### config.mk
export PLATFORM = sky130hd
export DESIGN_NAME = voice_allocator
export DESIGN_NICKNAME = d
export VERILOG_FILES = /design/src/rtl/piano_pkg.sv /design/src/rtl/prio_pick.sv /design/src/rtl/voice_allocator.sv
export SDC_FILE = /design/constraint.sdc
export NUM_CORES = 1
export LEC_CHECK = 0
export ABC_AREA = 1
export CAP_MARGIN = 25
export CORE_UTILIZATION = 56
export CTS_CLUSTER_SIZE = 20
export DETAILED_ROUTE_END_ITERATION = 10
export GPL_TIMING_DRIVEN = 0
export PLACE_DENSITY_LB_ADDON = 0.12
export SETUP_SLACK_MARGIN = 0.4
export SYNTH_ARGS = -nofsm -noshare
export SYNTH_HDL_FRONTEND = slang
export SYNTH_SLANG_ARGS = --single-unit
### constraint.sdc
create_clock -name clk -period 3.6 [get_ports clk]
set_clock_uncertainty 0.15 [all_clocks]
set_input_delay 0.72 -clock clk [delete_from_list [all_inputs] [get_ports clk]]
set_output_delay 0.72 -clock clk [all_outputs]
set_load 0.005 [all_outputs]
### src/rtl/piano_pkg.sv
// Shared piano constants and voice-state type used by the allocator, the input
// conditioners and the tone generators.
package piano_pkg;

  localparam int unsigned NUM_KEYS   = 8;
  localparam int unsigned NUM_VOICES = 4;
  localparam int unsigned KEY_W      = 3;
  localparam int unsigned VOICE_W    = 2;

  typedef enum logic {
    V_FREE   = 1'b0,
    V_ACTIVE = 1'b1
  } voice_state_e;

endpackage

### src/rtl/prio_pick.sv
// Lowest-set-bit encoder: flags any request and returns its index and onehot.
module prio_pick #(
  parameter int unsigned W     = 8,
  parameter int unsigned IDX_W = 3
) (
  input  logic [W-1:0]     req,
  output logic             valid_c,
  output logic [IDX_W-1:0] index_c,
  output logic [W-1:0]     onehot_c
);

  // Scan high to low so the lowest set bit is the final assignment.
  always_comb begin
    valid_c  = 1'b0;
    index_c  = '0;
    onehot_c = '0;
    for (int i = int'(W) - 1; i >= 0; i--) begin
      if (req[i]) begin
        valid_c     = 1'b1;
        index_c     = IDX_W'(i);
        onehot_c    = '0;
        onehot_c[i] = 1'b1;
      end
    end
  end

endmodule

### src/rtl/voice_allocator.sv
// Voice allocator: queues key presses, serves one per cycle onto a voice
// (retrigger, free voice, or round-robin steal) and frees voices on release.
module voice_allocator
  import piano_pkg::*;
(
  input  logic                        clk,
  input  logic                        rst,
  input  logic [NUM_KEYS-1:0]         key_rise,
  input  logic [NUM_KEYS-1:0]         key_fall,
  output logic [NUM_VOICES-1:0]       voice_active,
  output logic [NUM_VOICES*KEY_W-1:0] voice_key,
  output logic [NUM_VOICES-1:0]       voice_start,
  output logic                        steal,
  output logic                        busy
);

  // Registered state
  voice_state_e           vstate   [NUM_VOICES];
  logic [KEY_W-1:0]       vkey     [NUM_VOICES];
  logic [NUM_KEYS-1:0]    pend;
  logic [VOICE_W-1:0]     steal_ptr;

  // Next-state values
  voice_state_e           vstate_n [NUM_VOICES];
  logic [KEY_W-1:0]       vkey_n   [NUM_VOICES];
  logic [NUM_KEYS-1:0]    pend_n;
  logic [VOICE_W-1:0]     steal_ptr_n;
  logic [NUM_VOICES-1:0]  start_n;
  logic                   steal_n;
  logic                   busy_n;

  // Selection signals
  logic [NUM_KEYS-1:0]    cand;
  logic                   kv;
  logic [KEY_W-1:0]       k_idx;
  logic [NUM_KEYS-1:0]    k_oh;
  logic [NUM_VOICES-1:0]  free_vec;
  logic                   fv;
  logic [VOICE_W-1:0]     unused_free_idx;
  logic [NUM_VOICES-1:0]  f_oh;
  logic [NUM_VOICES-1:0]  hit_oh;
  logic [NUM_VOICES-1:0]  steal_oh;
  logic [NUM_VOICES-1:0]  alloc_oh;
  logic                   hit_any;

  // A fall on the same cycle cancels a pending press before it can be served.
  assign cand = pend & ~key_fall;

  prio_pick #(.W(NUM_KEYS), .IDX_W(KEY_W)) u_key_pick (
    .req      (cand),
    .valid_c  (kv),
    .index_c  (k_idx),
    .onehot_c (k_oh)
  );

  prio_pick #(.W(NUM_VOICES), .IDX_W(VOICE_W)) u_voice_pick (
    .req      (free_vec),
    .valid_c  (fv),
    .index_c  (unused_free_idx),
    .onehot_c (f_oh)
  );

  // Output decode of registered voice state; free vector feeds the picker.
  always_comb begin
    voice_active = '0;
    voice_key    = '0;
    free_vec     = '0;
    for (int v = 0; v < int'(NUM_VOICES); v++) begin
      voice_active[v]              = (vstate[v] == V_ACTIVE);
      voice_key[v*KEY_W +: KEY_W]  = vkey[v];
      free_vec[v]                  = (vstate[v] == V_FREE);
    end
  end

  // Choose the target voice: existing holder, else lowest free, else steal_ptr.
  always_comb begin
    hit_oh   = '0;
    steal_oh = '0;
    alloc_oh = '0;
    for (int v = 0; v < int'(NUM_VOICES); v++) begin
      hit_oh[v]   = (vstate[v] == V_ACTIVE) && (vkey[v] == k_idx);
      steal_oh[v] = (steal_ptr == VOICE_W'(v));
    end
    hit_any = |hit_oh;
    if (kv) begin
      if (hit_any)  alloc_oh = hit_oh;
      else if (fv)  alloc_oh = f_oh;
      else          alloc_oh = steal_oh;
    end
  end

  // Next-state: pending update, releases, then allocation overriding release.
  always_comb begin
    vstate_n    = vstate;
    vkey_n      = vkey;
    start_n     = '0;
    steal_n     = 1'b0;
    steal_ptr_n = steal_ptr;
    pend_n      = (pend | key_rise) & ~key_fall & ~(kv ? k_oh : '0);
    busy_n      = |pend_n;
    for (int v = 0; v < int'(NUM_VOICES); v++) begin
      if ((vstate[v] == V_ACTIVE) && key_fall[vkey[v]]) begin
        vstate_n[v] = V_FREE;
        vkey_n[v]   = '0;
      end
      if (alloc_oh[v]) begin
        vstate_n[v] = V_ACTIVE;
        vkey_n[v]   = k_idx;
        start_n[v]  = 1'b1;
      end
    end
    if (kv && !hit_any && !fv) begin
      steal_n     = 1'b1;
      steal_ptr_n = (steal_ptr == VOICE_W'(NUM_VOICES - 1)) ? '0
                                                           : steal_ptr + VOICE_W'(1);
    end
  end

  // State register with synchronous reset.
  always_ff @(posedge clk) begin
    if (rst) begin
      for (int v = 0; v < int'(NUM_VOICES); v++) begin
        vstate[v] <= V_FREE;
        vkey[v]   <= '0;
      end
      pend        <= '0;
      steal_ptr   <= '0;
      voice_start <= '0;
      steal       <= 1'b0;
      busy        <= 1'b0;
    end else begin
      vstate      <= vstate_n;
      vkey        <= vkey_n;
      pend        <= pend_n;
      steal_ptr   <= steal_ptr_n;
      voice_start <= start_n;
      steal       <= steal_n;
      busy        <= busy_n;
    end
  end

endmodule
==> summary.txt <==
Global routing
  – Pin count of the biggest net entering global routing: 11
  – Vias in the first global route: 2032
  – Initial antenna violation count: 0
  – Total GRT Usage: 30.6%
  – GR Overflow Total: 0
  – First-pass GRT wire length: 9.47 mm

Die
  – Initial Utilization: 60.4%
  – Die W: 63.1 um
  – # IOs: 40
  – # rows: 21
  – Core Area: 3470 um^2
  – DIE AREA: 3990 um^2
  – Die H: 63.1 um

Critical path
  – Data arrival time of the critical path: 3.00 ns
  – Req. time, crit path: 3.63 ns
  – Crit-path slowest cell: clkdlybuf4s50_1
  – Family with the most delay on the worst path: simple AND/OR/NAND/NOR gates
  – Worst-path cell chain: clkdlybuf4s50_1 -> inv_2 -> nand2_1 -> nor2_1 -> nand2_1 -> nand4_1 -> nand2_2 -> inv_2 -> nand2_1 -> nand3_4 -> nand2_4 -> nor2_8 -> inv_4 -> o21ai_4 -> nand2_4 -> nand3_1 -> nand2_1
  – Max incr delay on CP: 0.55 ns
  – CP Class: in2reg
  – Crit-path max FO: 7
  – Crit end category: flip-flop
  – CP startpoint kind: input port
  – CP dominant cell by count: nand2_1
  – R2R depth: 15
  – CP bufs+invs: 4
  – CP Depth: 17

Yosys
  – Yosys top cell area share: 30.6%
  – Prevailing post-synth register cell: dfxtp_1
  – Post-synthesis cell area: 2090 um^2
  – Share of synthesized registers carrying an async set or reset: 0%
  – Synthesized flop and latch total: 32
  – Post-Synthesis Net Count: 326
  – Largest area contributor in the netlist: dfxtp_1
  – Synthesized area per cell: 6.89 um^2
  – Mapped Cells: 304
  – Count leader, synth: nand2_1
  – Top cells by area, synth: dfxtp_1 (31%), nand3_1 (10%), nand2_1 (8.4%), nor2_1 (6.1%), a21oi_1 (6.0%)
  – Sequential area share after synthesis: 30.6%
  – Post-synth cell types: 32
  – Top cells by count, synth: nand2_1 (47), nand3_1 (42), nor2_1 (34)
  – YS warnings: 0
  – Post-synth EDFFs: 0

Placed design
  – Placed cell areas: 2530 um^2
  – Final GP Congestion: 0.949
  – Detailed Place HPWL: 4.13 mm
  – Port Buffers: 38

Clock network
  – Clock transition at path regs: 0.06 ns
  – Sink Count: 32
  – Worst skew pair latency: 0.29 ns
  – CTS tree: yes
  – CTS-repair resized insts: 0
  – CTS hold repair buffers: 0
  – Post-CTS Setup Repair Bufs: 0
  – H-tree depth: 2
  – Max Root-Sink Buffers: 2
  – CTS Root Cell: clkbuf_8
  – CTS buffer count: 5

Pwr
  – Total Power: 0.000986 W
  – Maximum VDD drop: 0.339 mV
  – Power per cell area: 376 nW/um^2
  – Leakage: 1.07 nW

Worst hold path
  – HP Class: reg2reg
  – Hold path cells: 2

Drt
  – Drc violations: 0
  – WL final: 5.74 mm
  – ANT nets after route: 0
  – Routed wire per std cell: 14.5 um
  – DRT Pass-1 Iters: 5
  – Vias post-DR: 2249
  – Starting DRT DRC Count: 263
  – DR vias/cell: 5.68

STA
  – Final Max Slew Viols: 0
  – Final Setup Violations: 0
  – Period minus WS final: 2.97 ns
  – Slew Limit Headroom: 59.2%
  – Unrepaired setup endpoints after global routing: no
  – Sum Neg Setup Slack: 0 ns
  – Hold Vio Cnt, Final: 0
  – Period utilization: 82.4%
  – Max frequency: 337 MHz
  – Worst-margin pin slew: 0.612 ns

Cells and area
  – Post-layout nets: 371
  – Layout cells sized above 1: 14.9%
  – Number of antenna cells inserted: 0
  – Area delta synth->final: 25.2%
  – Register area: 641 um^2
  – Cell area after layout: 2620 um^2
  – Final Core Density: 75.6%
  – Multi-input gate area: 1280 um^2
  – Fillers: 281

Run status
  – Status: finished, final reports clean

Flow run
  – Max Cap Viol: 0
-- metrics by stage --
step / instances / worst slack (ns) / hold slack, ns
2_1_floorplan: 304 / 1.26 / 0.341
3_3_place_gp: 388 / 0.406 / 0.371
3_5_place_dp: 388 / 0.367 / 0.375
4_1_cts: 396 / 0.666 / 0.385
5_1_grt: 396 / 0.504 / 0.420
6_report: 396 / 0.632 / 0.384
-- power by group --
part	leakage [nW]	switching [W]	total (W)	internal [W]
clock	0.0455	0.000135	0.000291	0.000156
combinational	0.768	0.000177	0.000293	0.000116
sequential	0.260	0.0000267	0.000402	0.000375
-- cells in the final DEF (no fill, tap or decap) --
cell	n
a21boi_0	1
nor2_2	2
nand3_2	4
clkdlybuf4s50_1	38
nand4_1	13
buf_2	1
a21oi_2	2
a31oi_1	4
nand2_1	47
nand4_2	1
ha_1	4
clkbuf_1	5
clkbuf_8	6
a21oi_1	25
nand3_4	1
o2111ai_1	1
o21ai_0	18
nor2_1	34
nand3b_4	1
clkinv_1	1
nand2_2	10
inv_1	26
o221ai_1	1
dfxtp_1	32
inv_4	1
buf_1	1
o21ai_4	2
inv_2	11
nand3_1	42
nand2_4	7
o21ai_1	4
o211ai_1	1
nor2_8	2
o21bai_2	1
-- logic make-up (layout without fill, tap and decap cells) --
kind of cell | count (synthesis) | after routing | synth area share, %
AOI/OAI and AO/OA | 60 | 60 | 16.9
buffers and inverters | 44 | 90 | 8.07
DFF | 32 | 32 | 30.6
adders and majority gates | 4 | 4 | 2.39
and+or+nand+nor | 164 | 164 | 42.0
-- layout make-up --
cell class	instances	share of cell area (%)
tap	46	2.20
buffer	5	0.764
multi-input combinational	228	49.0
sequential	32	24.4
timing repair buffer	38	14.5
clock buffer	8	3.44
inverter	39	5.68
-- registers in the layout, indices dropped and copies added (netlist names) --
register,flops
busy,1
steal,1
steal_ptr,2
voice_key,12
voice_start,4
pend,8
voice_active,4
-- final timing paths --
kind | from | end | slack (ns)
setup reg to reg | pend[7]$_SDFF_PP0_ | voice_key[1]$_SDFFE_PP0P_ | 1.39
hold / removal | voice_key[8]$_SDFFE_PP0P_ | voice_key[8]$_SDFFE_PP0P_ | 0.38
hold reg to reg | voice_key[8]$_SDFFE_PP0P_ | voice_key[8]$_SDFFE_PP0P_ | 0.38
setup / recovery | key_fall[7] | voice_key[1]$_SDFFE_PP0P_ | 0.63
-- worst register-to-register path, stage by stage (launching register included) --
cell and delay [ns]:
dfxtp_1 0.34, nand2_1 0.07, nor2_1 0.14, nand2_1 0.07, nand4_1 0.09, nand2_2 0.13
inv_2 0.15, nand2_1 0.10, nand3_4 0.12, nand2_4 0.09, nor2_8 0.16, inv_4 0.06
o21ai_4 0.18, nand2_4 0.10, nand3_1 0.09, nand2_1 0.06
-- metal layers --
metal	vias to the layer above	track usage [%]	routed length (um)
met5	-	0	0
met1	1010	41.4	2560
met2	105	48.9	2610
li1	1121	-	-
met3	13	4.35	471
met4	0	11.3	101
(Power assumes the default switching activity.)
==> RTL change 1 (config.mk and constraints unchanged) <==
Put a register stage on the output `voice_key`, with the module's reset. The value now appears one clock later. The other outputs are not delayed to match.
--- a/src/rtl/voice_allocator.sv
+++ b/src/rtl/voice_allocator.sv
@@ -15,2 +15,4 @@
 );
+
+  logic [NUM_VOICES*KEY_W-1:0] voice_key_d;
 
@@ -65,3 +67,3 @@
     voice_active = '0;
-    voice_key    = '0;
+    voice_key_d  = '0;
     free_vec     = '0;
@@ -69,3 +71,3 @@
       voice_active[v]              = (vstate[v] == V_ACTIVE);
-      voice_key[v*KEY_W +: KEY_W]  = vkey[v];
+      voice_key_d[v*KEY_W +: KEY_W]  = vkey[v];
       free_vec[v]                  = (vstate[v] == V_FREE);
@@ -141,2 +143,10 @@
 
+  always_ff @(posedge clk) begin
+    if (rst) begin
+      voice_key <= '0;
+    end else begin
+      voice_key <= voice_key_d;
+    end
+  end
+
 endmodule
Function: changed (Yosys sat finds a counterexample within 4 cycles, from zero or initial values and one cycle with rst high).
==> RTL change 1 against the original RTL <==
  * Area after synthesis up 30%
  * Total power is 47% higher
  * Sequential share of layout area up 2.5 points
  * Design area grew 25%
  * Setup slack better by 170 ps
  * Sequential cell count is 12 higher
  * Global-route usage down 1.6 points
  * Die area increased by 29%
  * Highest routed layer unchanged
  * Wire length rose by 22%
  * Sequential power up 42%
  * Critical path depth shrank 1
==> RTL change 1: results (changes against the original RTL) <==
* Status: completed
* Crit path to: vkey[1]$_SDFFE_PP0P_
* Hold wc startpoint: vkey[11]$_SDFFE_PP0P_
* Synth Area in Adders at 1.84% (-0.55 points)
* Worst Setup SP: key_fall[0]
* Slowest Stage Delay on Critical Path at 630 ps (+80 ps)
* Fraction of final layout cells sized beyond drive strength 1 at 16.3% (+1.4 points)
* Power share of the combinational group at 37.5% (+7.7 points)
* Largest net degree at the start of global routing at 15 (+4)
* FF-to-FF setup slack at 1540 ps (+150 ps)
* Synth Area in Compound Gates at 12.8% (-4.1 points)
* Port buffer count at 39 (+2.6%)
* Rel. slew slack at 55.5% (-3.7 points)
* Syn_nets at 405 (+24%)
* Clock transition at path regs at 90 ps (+30 ps)
* Via Count at 2745 (+22%)
* Total GRT Usage at 29.0% (-1.6 points)
* Cell count after synthesis at 383 (+26%)
* Reg2reg end: vkey[1]$_SDFFE_PP0P_
* Hold Path End: voice_key[2]$_SDFF_PP0_
* Initial detailed-routing violation count at 221 (-16%)
* Detailed Place HPWL at 5200 µm (+26%)
* Seq/Total Area, Yosys at 32.4% (+1.8 points)
* Hold slack at 385 ps (+1.14 ps)
* Layout fillers at 376 (+34%)
* Routability cong. at 0.944 (-0.50%)
* Vias in the first global route at 2552 (+26%)
* Highest fanout seen on the critical path at 8 (+1)
* Leak at 0.00141 µW (+32%)
* Post-synthesis xor/xnor area fraction at 0% (unchanged)
* VDD IR-drop max at 0.263 mV (-22%)
* Avg WL per Cell at 14.5 µm (+0.35%)
* Synth top cells by count: nand2_1, nand3_1, dfxtp_1
* Reg2Reg Depth at 16 (+1)
* CP arrival at 2850 ps (-150 ps)
* Synth unique cells at 34 (+6.3%)
* Fraction of registers with async set/reset at 0% (unchanged)
* Sw Ratio at 38.4% (+4.0 points)
* Final min period at 2800 ps (-165 ps)
* Pre-CTS setup slack at 548 ps (+181 ps)
* DP Area at 3180 µm² (+25%)
* Aggregate routed wire length at 7010 µm (+22%)
* Area of the multi-input gates at 1620 µm² (+27%)
* First-pass GRT wire length at 11600 µm (+23%)
* Clk pwr at 335 µW (+15%)
* Largest cells by area after synthesis: dfxtp_1, nand2_1, nand3_1, nand2_4, nor2_1
[RTL change 1: cell types whose count changed after synthesis, sizes merged, moves of 3 or more]
| cell | delta |
|---|---|
| nand3 | +15 |
| dfxtp | +12 |
| inv | +6 |
| nand2 | +39 |
| nor3 | +3 |
| o21ai | -4 |
| o21bai | +3 |
| nor2 | +9 |
| nand4 | -5 |
[RTL change 1: layout make-up]
| cell class | instances | area share (%) |
|---|---|---|
| multi-input cells | 287 | 49.6 |
| flip-flops and latches | 44 | 26.9 |
| repair buffers | 39 | 11.9 |
| inverters | 46 | 5.39 |
| clock buffers | 6 | 2.52 |
| well taps | 52 | 1.99 |
| plain buffers | 6 | 1.19 |
| clock inverters | 2 | 0.459 |
[RTL change 1: layer usage]
layer	track usage, %	vias up	part of all wire, %
met4	9.80	0	1.6
met5	0	-	0
met2	47.3	136	46
li1	-	1363	-
met3	7.31	16	8.8
met1	37.3	1230	43
==> RTL change 2 (same settings) <==
Made on the original files. Set the package constant `NUM_VOICES` to 2 (it was 4).
--- a/src/rtl/piano_pkg.sv
+++ b/src/rtl/piano_pkg.sv
@@ -5,3 +5,3 @@
   localparam int unsigned NUM_KEYS   = 8;
-  localparam int unsigned NUM_VOICES = 4;
+  localparam int unsigned NUM_VOICES = 2;
   localparam int unsigned KEY_W      = 3;
Ports: changed (resized voice_active, voice_key and voice_start); port bits go from 40 to 30. No check against the original RTL was run, so the function may have changed too.
==> RTL change 2 against the original RTL <==
  * First-iteration DRC count decreased by 81%
  * Global-route usage decreased by 2.1 points
  * Clock power decreased by 53%
  * Largest power group unchanged
  * Largest cell class unchanged
  * Via count decreased by 36%
  * Wire length decreased by 43%
  * Area after synthesis decreased by 36%
  * Die area decreased by 35%
  * Combinational power decreased by 41%
  * Design area decreased by 35%
  * Total power decreased by 41%
  * Worst hold slack got worse by 73 ps
  * Setup slack improved by 550 ps
  * Sequential cell count decreased by 10
==> RTL change 2: results (changes against the original RTL) <==
* Initial detailed-routing violation count at 51 (-81%)
* Cell count after synthesis at 201 (-34%)
* Period Utilization, post-route at 67.1% (-15 points)
* Vias in the first global route at 1293 (-36%)
* Largest net degree at the start of global routing at 13 (+2)
* Clock Latency Late Sink at 310 ps (+20 ps)
* Largest cells by area after synthesis: dfxtp_1, nand3_1, nand2_1, nor2_1, nand2_2
* Pre-CTS setup slack at 879 ps (+511 ps)
* Avg WL per Cell at 12.5 µm (-14%)
* Synth top cells by count: nand2_1, nor2_1, nand3_1
* Status: completed
* Synth unique cells at 25 (-22%)
* Fraction of final layout cells sized beyond drive strength 1 at 17.1% (+2.2 points)
* Root Buffer: clkbuf_4
* Rel. slew slack at 65.6% (+6.4 points)
* Met2 Use GR at 50.0% (+1.1 points)
* Hold slack at 312 ps (-72.5 ps)
* VDD IR-drop max at 0.261 mV (-23%)
* Met3 routed WL at 181 µm (-62%)
* Post-synthesis xor/xnor area fraction at 0% (unchanged)
* Aggregate routed wire length at 3270 µm (-43%)
* Worst Setup SP: key_fall[3]
* Met2 WL at 1530 µm (-41%)
* Via Count at 1436 (-36%)
* Placed cells at 258 (-34%)
* Detailed Place HPWL at 2540 µm (-39%)
* DP Area at 1660 µm² (-34%)
* Max reg flops at 8 (-4)
* CP arrival at 2490 ps (-510 ps)
* Port buffer count at 29 (-24%)
* Highest fanout seen on the critical path at 5 (-2)
* Worst R2R Start: pend[1]$_SDFF_PP0_
* Met3 usage at 3.87% (-0.48 points)
* Met1 Wirelength at 1510 µm (-41%)
* FF-to-FF setup slack at 1810 ps (+420 ps)
* Syn_nets at 219 (-33%)
* Final nets at 253 (-32%)
* Num CTS Buffers at 3 (-2)
* Routability cong. at 0.951 (+0.23%)
* Clock transition at path regs at 120 ps (+60 ps)
* First-pass GRT wire length at 5490 µm (-42%)
* Total GRT Usage at 28.5% (-2.1 points)
* Leak at 0.000747 µW (-30%)
* GR Util met1 at 34.9% (-6.4 points)
* Synth Area in Adders at 0% (-2.4 points)
* H-tree depth at 1 (-1)
* Final Hold Vio Count at 0 (unchanged)
* Hold wc startpoint: steal_ptr[1]$_SDFFE_PP0P_
* Pre-Repair DR Iteration Count at 4 (-1)
* Synth Area in Compound Gates at 14.1% (-2.8 points)
[RTL change 2: layout make-up]
class                      count  area, µm²
sequential                    22        440
clock buffer                   4       36.3
tap                           28       35.0
fill                         185        534
multi-input combinational    148        778
timing repair buffer          29        290
inverter                      29        111
buffer                         2       7.51
[RTL change 2: power breakdown]
part	total (µW)	switching, µW	internal (µW)	leakage [µW]
clock	137	74.8	61.9	0.0000210
combinational	174	99.7	74.2	0.000546
sequential	274	15.4	258	0.000180
total	584	190	394	0.000747
[RTL change 2: final timing paths]
path / depth (start not counted) / endpoint
worst max register to register: 12 / voice_key[1]$_SDFFE_PP0P_
worst min register to register: 2 / steal_ptr[1]$_SDFFE_PP0P_
worst min-delay path: 2 / steal_ptr[1]$_SDFFE_PP0P_
worst max-delay path: 14 / voice_key[1]$_SDFFE_PP0P_
[RTL change 2: kinds of logic (layout without fill, tap and decap cells)]
family | Yosys count | after routing
AO/OA/AOI/OAI | 32 | 32
buffers and inverters | 31 | 64
flip-flops | 22 | 22
AND/OR/NAND/NOR | 116 | 116
